===== src/rtl/core_pkg.sv =====
// Shared decode types and helpers for the multicycle RV32 core.
// Opcodes, FSM states, control bundle and the one-hot ALU op map.
package core_pkg;

  localparam int ALUOP_W = 14;

  localparam logic [6:0] OP_RTYPE  = 7'b0110011;
  localparam logic [6:0] OP_ITYPE  = 7'b0010011;
  localparam logic [6:0] OP_LOAD   = 7'b0000011;
  localparam logic [6:0] OP_STORE  = 7'b0100011;
  localparam logic [6:0] OP_BRANCH = 7'b1100011;
  localparam logic [6:0] OP_LUI    = 7'b0110111;
  localparam logic [6:0] OP_SYSTEM = 7'b1110011;

  localparam int A_ADD   = 0;
  localparam int A_SUB   = 1;
  localparam int A_SLL   = 2;
  localparam int A_SLT   = 3;
  localparam int A_SLTU  = 4;
  localparam int A_XOR   = 5;
  localparam int A_SRL   = 6;
  localparam int A_SRA   = 7;
  localparam int A_OR    = 8;
  localparam int A_AND   = 9;
  localparam int A_PASSB = 10;
  localparam int A_EQ    = 11;
  localparam int A_GE    = 12;
  localparam int A_GEU   = 13;

  typedef enum logic [1:0] {
    FETCH,
    EXEC,
    MEM,
    HALT
  } state_t;

  typedef enum logic [1:0] {
    IMM_I,
    IMM_S,
    IMM_B,
    IMM_U
  } immsel_t;

  typedef enum logic [1:0] {
    ALUC_ADD,
    ALUC_OP,
    ALUC_BR,
    ALUC_LUI
  } aluclass_t;

  typedef struct packed {
    logic      regwrite;
    logic      alusrc;
    logic      memread;
    logic      memwrite;
    logic      branch;
    logic      system;
    logic      illegal;
    immsel_t   immsel;
    aluclass_t aluclass;
  } ctrl_t;

  function automatic ctrl_t control(input logic [6:0] op);
    ctrl_t c;
    c = '0;
    c.immsel = IMM_I;
    c.aluclass = ALUC_ADD;
    unique case (op)
      OP_RTYPE: begin
        c.regwrite = 1'b1;
        c.aluclass = ALUC_OP;
      end
      OP_ITYPE: begin
        c.regwrite = 1'b1;
        c.alusrc = 1'b1;
        c.aluclass = ALUC_OP;
      end
      OP_LOAD: begin
        c.memread = 1'b1;
        c.alusrc = 1'b1;
      end
      OP_STORE: begin
        c.memwrite = 1'b1;
        c.alusrc = 1'b1;
        c.immsel = IMM_S;
      end
      OP_BRANCH: begin
        c.branch = 1'b1;
        c.immsel = IMM_B;
        c.aluclass = ALUC_BR;
      end
      OP_LUI: begin
        c.regwrite = 1'b1;
        c.alusrc = 1'b1;
        c.immsel = IMM_U;
        c.aluclass = ALUC_LUI;
      end
      OP_SYSTEM: c.system = 1'b1;
      default: c.illegal = 1'b1;
    endcase
    return c;
  endfunction

  // Branch ops yield zero exactly when the branch is taken.
  function automatic logic [ALUOP_W-1:0] alucontrol(
    input aluclass_t  cls,
    input logic [2:0] f3,
    input logic       f7b5,
    input logic       rtype
  );
    int idx;
    idx = A_ADD;
    unique case (cls)
      ALUC_ADD: idx = A_ADD;
      ALUC_LUI: idx = A_PASSB;
      ALUC_BR: begin
        case (f3)
          3'b001:  idx = A_EQ;
          3'b100:  idx = A_GE;
          3'b101:  idx = A_SLT;
          3'b110:  idx = A_GEU;
          3'b111:  idx = A_SLTU;
          default: idx = A_SUB;
        endcase
      end
      ALUC_OP: begin
        case (f3)
          3'b000:  idx = (f7b5 && rtype) ? A_SUB : A_ADD;
          3'b001:  idx = A_SLL;
          3'b010:  idx = A_SLT;
          3'b011:  idx = A_SLTU;
          3'b100:  idx = A_XOR;
          3'b101:  idx = f7b5 ? A_SRA : A_SRL;
          3'b110:  idx = A_OR;
          default: idx = A_AND;
        endcase
      end
    endcase
    return ALUOP_W'(1) << idx;
  endfunction

  function automatic logic [31:0] immextend(
    input logic [31:0] ir,
    input immsel_t     sel
  );
    logic [31:0] r;
    unique case (sel)
      IMM_I: r = {{20{ir[31]}}, ir[31:20]};
      IMM_S: r = {{20{ir[31]}}, ir[31:25], ir[11:7]};
      IMM_B: r = {{19{ir[31]}}, ir[31], ir[7],
                  ir[30:25], ir[11:8], 1'b0};
      IMM_U: r = {ir[31:12], 12'b0};
    endcase
    return r;
  endfunction

endpackage


===== src/rtl/core_mc_fsm.sv =====
// Sequencer for core_mc: FETCH/EXEC/MEM/HALT state and handshakes.
// Request outputs are registered so they fall cleanly on async reset.
module core_mc_fsm
  import core_pkg::*;
(
  input  logic   clock,
  input  logic   nreset,
  input  logic   programvalid,
  input  logic   ramready,
  input  logic   illegal,
  input  logic   system,
  input  logic   memop,
  input  logic   store,
  input  logic   misaligned,
  output state_t state,
  output logic   fetchack,
  output logic   execdone,
  output logic   memstart,
  output logic   memdone,
  output logic   programreq,
  output logic   ramreq,
  output logic   writeram,
  output logic   halted,
  output logic   fault
);

  state_t nstate;
  logic   setfault;

  always_ff @(posedge clock or negedge nreset) begin
    if (!nreset) begin
      state      <= FETCH;
      programreq <= 1'b0;
      ramreq     <= 1'b0;
      writeram   <= 1'b0;
      halted     <= 1'b0;
      fault      <= 1'b0;
    end else begin
      state      <= nstate;
      programreq <= (nstate == FETCH);
      ramreq     <= (nstate == MEM);
      writeram   <= (nstate == MEM) &
                    (memstart ? store : writeram);
      halted     <= (nstate == HALT);
      fault      <= fault | setfault;
    end
  end

  always_comb begin
    nstate   = state;
    fetchack = 1'b0;
    execdone = 1'b0;
    memstart = 1'b0;
    memdone  = 1'b0;
    setfault = 1'b0;
    unique case (state)
      FETCH: begin
        if (programreq && programvalid) begin
          fetchack = 1'b1;
          nstate = EXEC;
        end
      end
      EXEC: begin
        unique case (1'b1)
          illegal: begin
            setfault = 1'b1;
            nstate = HALT;
          end
          system: nstate = HALT;
          memop && misaligned: begin
            setfault = 1'b1;
            nstate = HALT;
          end
          memop && !misaligned: begin
            memstart = 1'b1;
            nstate = MEM;
          end
          default: begin
            execdone = 1'b1;
            nstate = FETCH;
          end
        endcase
      end
      MEM: begin
        if (ramready) begin
          memdone = 1'b1;
          nstate = FETCH;
        end
      end
      HALT: nstate = HALT;
    endcase
  end

endmodule


===== src/rtl/core_mc.sv =====
// Multicycle RV32 subset core with valid/ready program and data ports.
// Define CORE_MC_PERF_EN to add instret/stallcycles counters.
module core_mc
  import core_pkg::*;
#(
  parameter int               WIDTH    = 32,
  parameter logic [WIDTH-1:0] RESET_PC = '0,
  parameter int               CNT_W    = 32
) (
  input  logic             clock,
  input  logic             nreset,
  output logic             programreq,
  output logic [WIDTH-1:0] programaddress,
  input  logic             programvalid,
  input  logic [31:0]      programdata,
  output logic             ramreq,
  output logic             writeram,
  output logic [WIDTH-1:0] ramaddress,
  output logic [WIDTH-1:0] writeramdata,
  input  logic             ramready,
  input  logic [WIDTH-1:0] readramdata,
  output logic             halted,
  output logic             fault
`ifdef CORE_MC_PERF_EN
  ,
  output logic [CNT_W-1:0] instret,
  output logic [CNT_W-1:0] stallcycles
`endif
);

  state_t             state;
  logic               fetchack;
  logic               execdone;
  logic               memstart;
  logic               memdone;
  logic [31:0]        ir;
  logic [WIDTH-1:0]   pc;
  logic [WIDTH-1:0]   rf [32];
  logic [WIDTH-1:0]   rs1v;
  logic [WIDTH-1:0]   rs2v;
  logic [WIDTH-1:0]   imm;
  logic [WIDTH-1:0]   opb;
  logic [WIDTH-1:0]   alures;
  logic [WIDTH-1:0]   wdata;
  logic [WIDTH-1:0]   maddr;
  logic [WIDTH-1:0]   sdata;
  logic [ALUOP_W-1:0] aluop;
  logic [4:0]         sh;
  logic [4:0]         rd;
  logic               zero;
  logic               rfwe;
  ctrl_t              ctl;

  assign ctl   = control(ir[6:0]);
  assign aluop = alucontrol(ctl.aluclass, ir[14:12],
                            ir[30], ir[5]);
  assign imm   = WIDTH'($signed(immextend(ir, ctl.immsel)));
  assign rd    = ir[11:7];
  assign rs1v  = rf[ir[19:15]];
  assign rs2v  = rf[ir[24:20]];
  assign opb   = ctl.alusrc ? imm : rs2v;
  assign sh    = opb[4:0];

  always_comb begin
    alures = '0;
    unique case (1'b1)
      aluop[A_ADD]:   alures = rs1v + opb;
      aluop[A_SUB]:   alures = rs1v - opb;
      aluop[A_SLL]:   alures = rs1v << sh;
      aluop[A_SLT]:   alures = WIDTH'($signed(rs1v) < $signed(opb));
      aluop[A_SLTU]:  alures = WIDTH'(rs1v < opb);
      aluop[A_XOR]:   alures = rs1v ^ opb;
      aluop[A_SRL]:   alures = rs1v >> sh;
      aluop[A_SRA]:   alures = WIDTH'($signed(rs1v) >>> sh);
      aluop[A_OR]:    alures = rs1v | opb;
      aluop[A_AND]:   alures = rs1v & opb;
      aluop[A_PASSB]: alures = opb;
      aluop[A_EQ]:    alures = WIDTH'(rs1v == opb);
      aluop[A_GE]:    alures = WIDTH'($signed(rs1v) >= $signed(opb));
      aluop[A_GEU]:   alures = WIDTH'(rs1v >= opb);
      default:        alures = '0;
    endcase
  end

  assign zero = (alures == '0);

  core_mc_fsm u_fsm (
    .clock        (clock),
    .nreset       (nreset),
    .programvalid (programvalid),
    .ramready     (ramready),
    .illegal      (ctl.illegal),
    .system       (ctl.system),
    .memop        (ctl.memread | ctl.memwrite),
    .store        (ctl.memwrite),
    .misaligned   (alures[1:0] != 2'b00),
    .state        (state),
    .fetchack     (fetchack),
    .execdone     (execdone),
    .memstart     (memstart),
    .memdone      (memdone),
    .programreq   (programreq),
    .ramreq       (ramreq),
    .writeram     (writeram),
    .halted       (halted),
    .fault        (fault)
  );

  assign programaddress = pc;
  assign ramaddress     = maddr;
  assign writeramdata   = sdata;

  assign rfwe  = (execdone & ctl.regwrite) |
                 (memdone & ctl.memread);
  assign wdata = memdone ? readramdata : alures;

  always_ff @(posedge clock or negedge nreset) begin
    if (!nreset) begin
      pc    <= RESET_PC;
      ir    <= '0;
      maddr <= '0;
      sdata <= '0;
    end else begin
      if (fetchack)
        ir <= programdata;
      if (memstart) begin
        maddr <= alures;
        sdata <= rs2v;
      end
      if (execdone)
        pc <= (ctl.branch && zero) ? pc + imm
                                   : pc + WIDTH'(4);
      else if (memdone)
        pc <= pc + WIDTH'(4);
    end
  end

  always_ff @(posedge clock or negedge nreset) begin
    if (!nreset) begin
      for (int i = 0; i < 32; i++)
        rf[i] <= '0;
    end else if (rfwe && rd != 5'd0) begin
      rf[rd] <= wdata;
    end
  end

`ifdef CORE_MC_PERF_EN
  logic stall;

  assign stall = (state == FETCH && !programvalid) ||
                 (state == MEM && !ramready);

  always_ff @(posedge clock or negedge nreset) begin
    if (!nreset) begin
      instret     <= '0;
      stallcycles <= '0;
    end else begin
      if ((execdone || memdone) && !(&instret))
        instret <= instret + CNT_W'(1);
      if (stall && !(&stallcycles))
        stallcycles <= stallcycles + CNT_W'(1);
    end
  end
`endif

endmodule


===== config.mk =====
export PLATFORM = sky130hd
export DESIGN_NAME = core_mc
export DESIGN_NICKNAME = d
export VERILOG_FILES = /design/src/rtl/core_pkg.sv /design/src/rtl/core_mc_fsm.sv /design/src/rtl/core_mc.sv
export SDC_FILE = /design/constraint.sdc
export NUM_CORES = 2
export LEC_CHECK = 0
export BUFFER_PORTS_ARGS = -buffer_cell sky130_fd_sc_hd__clkbuf_2
export CAP_MARGIN = 20
export CORE_UTILIZATION = 55
export DETAILED_ROUTE_END_ITERATION = 8
export GPL_TIMING_DRIVEN = 0
export MAX_ROUTING_LAYER = met4
export PLACE_DENSITY = 0.71
export SYNTH_ARGS = -nofsm -noshare
export SYNTH_HDL_FRONTEND = slang
export SYNTH_SLANG_ARGS = --single-unit

===== constraint.sdc =====
create_clock -name clock -period 15.55 [get_ports clock]
set_clock_uncertainty 0.1 [all_clocks]
set_input_delay 1.555 -clock clock [delete_from_list [all_inputs] [get_ports clock]]
set_output_delay 1.555 -clock clock [all_outputs]
set_load 0.01 [all_outputs]

* After elaboration in Yosys (flattened, before gate mapping) *
Index checks and enable logic that the tools add are counted.

word-level totals
  register bits = 1159
  output and inout port bits = 101

cells by class
  add/sub/neg operators = 4
  magnitude comparators = 8
  equal/unequal tests = 26
  shifts and indexed selects = 4
  multiplexer cells = 45
  bitwise gates (word level) = 12
  reduce and logical (&&, ||, !) cells = 24

operators by type and width
  operator                                              number
  bitwise mux 1024 bit                                  1
  case mux 32 bit (14 select lines)                     1
  binary-select mux 32 bit (select 5 bit)               2
  two-way mux 32 bit                                    10
  case mux 32 bit (4 select lines)                      2
  demux 32 bit (select 5 bit)                           1
  adder 32 bit                                          2
  >= comparator 32 bit                                  2
  less-than comparator 32 bit                           2
  adder 32 x 3 -> 32 bit (second input constant)        1
  AND 32 bit                                            1
  equality test 32 bit                                  1
  logical NOT 32 bit                                    1
  bitwise OR 32 bit                                     1
  left shift 1 x 32 -> 14 bit (first input constant)    1
  left shift 32 x 5 -> 32 bit                           1
  >> shifter 32 x 5 -> 32 bit                           1
  >>> shifter 32 x 5 -> 32 bit                          1
  subtractor 32 bit                                     1
  bitwise XOR 32 bit                                    1
  case mux 4 bit (7 select lines)                       1
  equality test 7 x 6 -> 1 bit (second input constant)  3
  two-way mux 1 bit                                     20
  case mux 4 bit (5 select lines)                       1
  27 further kinds                                      64

* Depth between registers and ports, before layout *
  depth in word-level cells = 16
  mapped depth = 32
  gate-level depth less buffers = 23

* Cells and area by module *
A second synthesis with hierarchy kept.

unflattened totals
  cell total of the unflattened synthesis = 7092
  area, all modules = 69646.8 um2

modules (own cells, without submodules)
  module       instances  cells each  area each (um2)  sequential area each (um2)
  core_mc      1          7062        69311.5          28827.6
  core_mc_fsm  1          30          335.3            175.2

* Worst setup path after synthesis *
Ideal clock, no wire load.

  path kind = register -> register
  start = reg ir[20]
  end = reg pc[24] (netlist: programaddress[24])
  arrival time = 8227 ps
  data required time = 15363 ps
  path slack = 7136 ps
  cell stages (with the launch flop) = 32
  cell sequence = dfrtp_1 buf_4 buf_4 buf_4 buf_2 clkbuf_1 buf_1 buf_1 mux4_2 mux4_2 mux2i_1 nand2_1 o21ai_0 nor2_1 ha_1 clkbuf_1 inv_1 a21o_1 a21o_1 a21oi_1 a21boi_0 a2111o_1 a21oi_2 or3_1 and3_1 a2111oi_0 or4_1 or4b_1 nor4_4 buf_6 mux2_2 o211ai_1

on the way
  cells in the longest elaborated chain, start to end = 14
  elaborated cells on any way between the ends = 33
  classes of those cells = add/sub: 3; order compare: 4; eq/ne: 1; shift: 3; mux: 10; bitwise: 4; reduce/logical: 8

RTL lines
  item                                                             RTL line           source
  from (decl)                                                      core_mc.sv:36      logic [31:0] ir;
  from (signal assigned)                                           core_mc.sv:125     ir <= programdata;
  inverter 5 -> 6 bit (implied by the code)                        core_mc.sv:60      assign rs2v = rf[ir[24:20]];
  binary-select mux 32 bit (select 5 bit)                          core_mc.sv:60
  two-way mux 32 bit (implied by the code) (2 in series)           core_mc.sv:60
  two-way mux 32 bit                                               core_mc.sv:61      assign opb = ctl.alusrc ? imm : rs2v;
  subtractor 32 bit, or another cell as far along                  core_mc.sv:68      aluop[A_SUB]: alures = rs1v - opb;
  case mux 32 bit (14 select lines)                                core_mc.sv:66      unique case (1'b1)
  nonzero test 2 bit                                               core_mc.sv:96      .misaligned (alures[1:0] != 2'b00),
  logical NOT 1 bit                                                core_mc_fsm.sv:74  memop && !misaligned: begin
  logical AND 1 bit                                                core_mc_fsm.sv:74
  OR reduction 4 bit (no source line)                              n/a
  two-way mux 1 bit                                                core_mc_fsm.sv:64  unique case (1'b1)
  two-way mux 1 bit                                                core_mc_fsm.sv:56  unique case (state)
  two-way mux 32 bit / nonzero test 2 bit (equally long branches)  n/a
  to (signal assigned)                                             core_mc.sv:131     pc <= (ctl.branch && zero) ? pc + imm
  to (signal assigned)                                             core_mc.sv:134     pc <= pc + WIDTH'(4);
  to (decl)                                                        core_mc.sv:37      logic [WIDTH-1:0] pc;

Several ways; a longest one is shown, not always the timed one. The select of a mux whose other input is x is not followed.
A chain may end at the register's enable or synchronous reset.

* Worst setup path in the final report *
  start = reg ir[20]
  end = reg pc[13] (netlist: programaddress[13])

Same word-level chain as after synthesis.

==> flow_summary.yaml <==
status:
  outcome: "complete, but fails checks"
  violations: "DRC, capacitance limit"
hold_path:
  hold_class: "reg2reg"
  worstHoldStart: "rf[1018]"
  min_path_cells: 1
place:
  hpwl_um: 277000
  placed_cells: 8963
  place_congestion: 1.14
  io_buffer_count: 168
finish:
  drive_above_1_share_pct: 15.2
  layout_common_cells: "1,255 x nand2_1, 1,159 x dfrtp_1, 1,106 x o21ai_0"
  final_cell_count_no_fill: 9250
  final_common_cell: "nand2_1"
  multi_input_area_mm2: 0.0378
  n_fill_cell: 10124
  layout-area-overhead-vs-synth_pct: 12.4
  nets: 7654
  utilization_pct: 62.5
  regArea_mm2: 0.0290
global_route:
  antenna_found_initial: 26
  grt_pass1_vias: 65955
  grt_max_degree: 118
  grt_usage_pct: 58.1
  grt_pass1_wl_um: 503000
  grt_overflow_total: 0
clock_network:
  clock-root-buffer: "clkbuf_16"
  cts.sink_count: 1159
  cts.reportedPaths.clkPinSlew_ns: 0.06
  cts-resized-gates: 0
  clk_path_buf_depth: 3
  cts_tree: "done"
  cts-htree-levels: 3
  post_cts_buffers: 0
  cts_hold_buf: 0
  cts_inserted_buffers: 120
  clock_latency_ns: 0.85
floorplan:
  num_rows: 130
  dieWidth_um: 359
  start_util_pct: 55.6
  ios: 169
  die_area_mm2: 0.129
  coreArea_mm2: 0.126
  die-height_um: 359
routing:
  viasPerCell: 7.57
  firstDrtPassIters: 9
  drt_iter0_markers: 13566
  wl_um: 366000
  ant_nets: 0
  via_count: 70034
  drc: 1
  routedWlPerCell_um: 39.6
synthesis:
  ys_seq_elements: 1159
  syn-mean-instance-area_um2: 9.90
  synth_edf_count: 0
  synth.cell_area_mm2: 0.0700
  syn-num-nets: 7266
  synth_warnings: 0
  ys_async_sr_fraction_pct: 100
  synthCells: 7069
  ys.flop_type: "dfrtp_1"
  yosysUniqueCellTypes: 92
  seq_area_frac_synth_pct: 41.5
power_and_ir_drop:
  power.density_mw_per_mm2: 249
  peakVddDrop_v: 0.000196
  leakage_nw: 33.7
critical_path:
  worstPathArrival_ns: 13.12
  slowest_delay_ns: 0.98
  critPathMaxFanout: 10
  worstSetupStartpoint: "ir[20]"
  ff2ff_path_depth: 32
  cp_data_required_time_ns: 16.13
  slowest_stage: "a21boi_0"
  r2r-start: "ir[20]"
  setup.worst_path.class: "reg2reg"
  r2r_slack_ns: 3.00
  cp-start-kind: "flip-flop"
  worstSetupEndpointType: "flip-flop"
timing:
  hold_viol: 0
  max_slew.worst_pin.slew_ns: 1.49
  fin_tns_setup_ns: 0
  max_freq_mhz: 79.7
  period_share_pct: 80.7
  finalSetupViolations: 0
  slew_viol_final: 0
  period_needed_ns: 12.55
  rsz0062_at_grt: "no"
  slew_headroom_pct: 0.695
flow_run:
  maxCapViolCount: 1
flip-flops by register name, indices dropped and copies added, names as in the netlist:
register          cells
u_fsm.state           2
rf                 1024
u_fsm.ramreq          1
ramaddress           32
u_fsm.fault           1
programaddress       32
writeramdata         32
ir                   32
u_fsm.halted          1
u_fsm.programreq      1
u_fsm.writeram        1
power breakdown:
| group | internal [mW] | total [mW] | switching (mW) |
|---|---|---|---|
| clock network | 1.73 | 3.09 | 1.37 |
| logic | 3.40 | 13.3 | 9.85 |
| registers | 3.13 | 3.27 | 0.145 |
| total | 8.26 | 19.6 | 11.4 |
layer usage:
metal	wire, µm	part of all wire [%]	GRT usage (%)
met1	120000	33	65.7
met2	147000	40	77.8
met3	58800	16	27.2
met4	40000	11	47.6
met5	0	0	-
critical path, delay by kind of cell, from the launching register on:
family          cells  cell delay, ns
compound gates      6            1.97
fa+ha+maj           1            0.33
buf+inv            11            4.17
flops               1            0.36
mux                 3            1.92
simple gates       11            3.57
path summary, 6_finish.rpt:
| path | end |
|---|---|
| worst max-delay path | programaddress[13] |
| min in group asynchronous | programaddress[8] |
| worst min register to register | rf[1018] |
| worst max register to register | programaddress[13] |
| worst min-delay path | rf[1018] |
| max in group asynchronous | rf[688] |
cells by family after synthesis:
logic type      count (synthesis)  synth area share [%]
compound gates               1938                  16.7
fa+ha+maj                     129                  2.32
flops                        1159                  41.5
xor+xnor                       42                 0.526
buf+inv                       783                  4.51
mux                          1007                  22.0
simple gates                 2011                  12.5
cell usage after synthesis, types with 53 or more instances:
library cell / instances / share of area, %
nand2_1: 1255 / 6.7
dfrtp_1: 1159 / 41
o21ai_0: 1112 / 8.0
clkbuf_1: 527 / 2.8
mux2i_1: 451 / 6.5
mux4_2: 409 / 13
nor2_1: 227 / 1.2
a22oi_1: 226 / 2.4
nand3_1: 155 / 1.1
a21oi_1: 149 / 1.1
mux2_2: 147 / 2.4
ha_1: 128 / 2.3
inv_1: 115 / 0.62
nor3_1: 66 / 0.47
buf_2: 53 / 0.38
metrics by stage:
stage	hold slack [ns]	setup slack [ns]	power [mW]	area (µm²)
global placement	0.357	-15.02	15.2	72900
floorplan	0.341	7.14	9.78	70000
finish	0.384	3.00	19.6	78700
global route	0.404	3.14	19.6	78600
CTS	0.382	3.77	18.5	78200
detailed placement	0.368	3.75	15.5	74100
final cells by class:
type / instances / share of cell area, %
Sequential cell: 1159 / 36.9
Antenna cell: 46 / 0.146
Clock buffer: 172 / 4.42
Clock inverter: 47 / 0.849
Multi-Input combinational cell: 5127 / 48.1
Buffer: 664 / 3.46
Tap cell: 1650 / 2.62
Timing Repair Buffer: 266 / 2.99
Inverter: 119 / 0.569
Power figures use the tool's default switching activity.
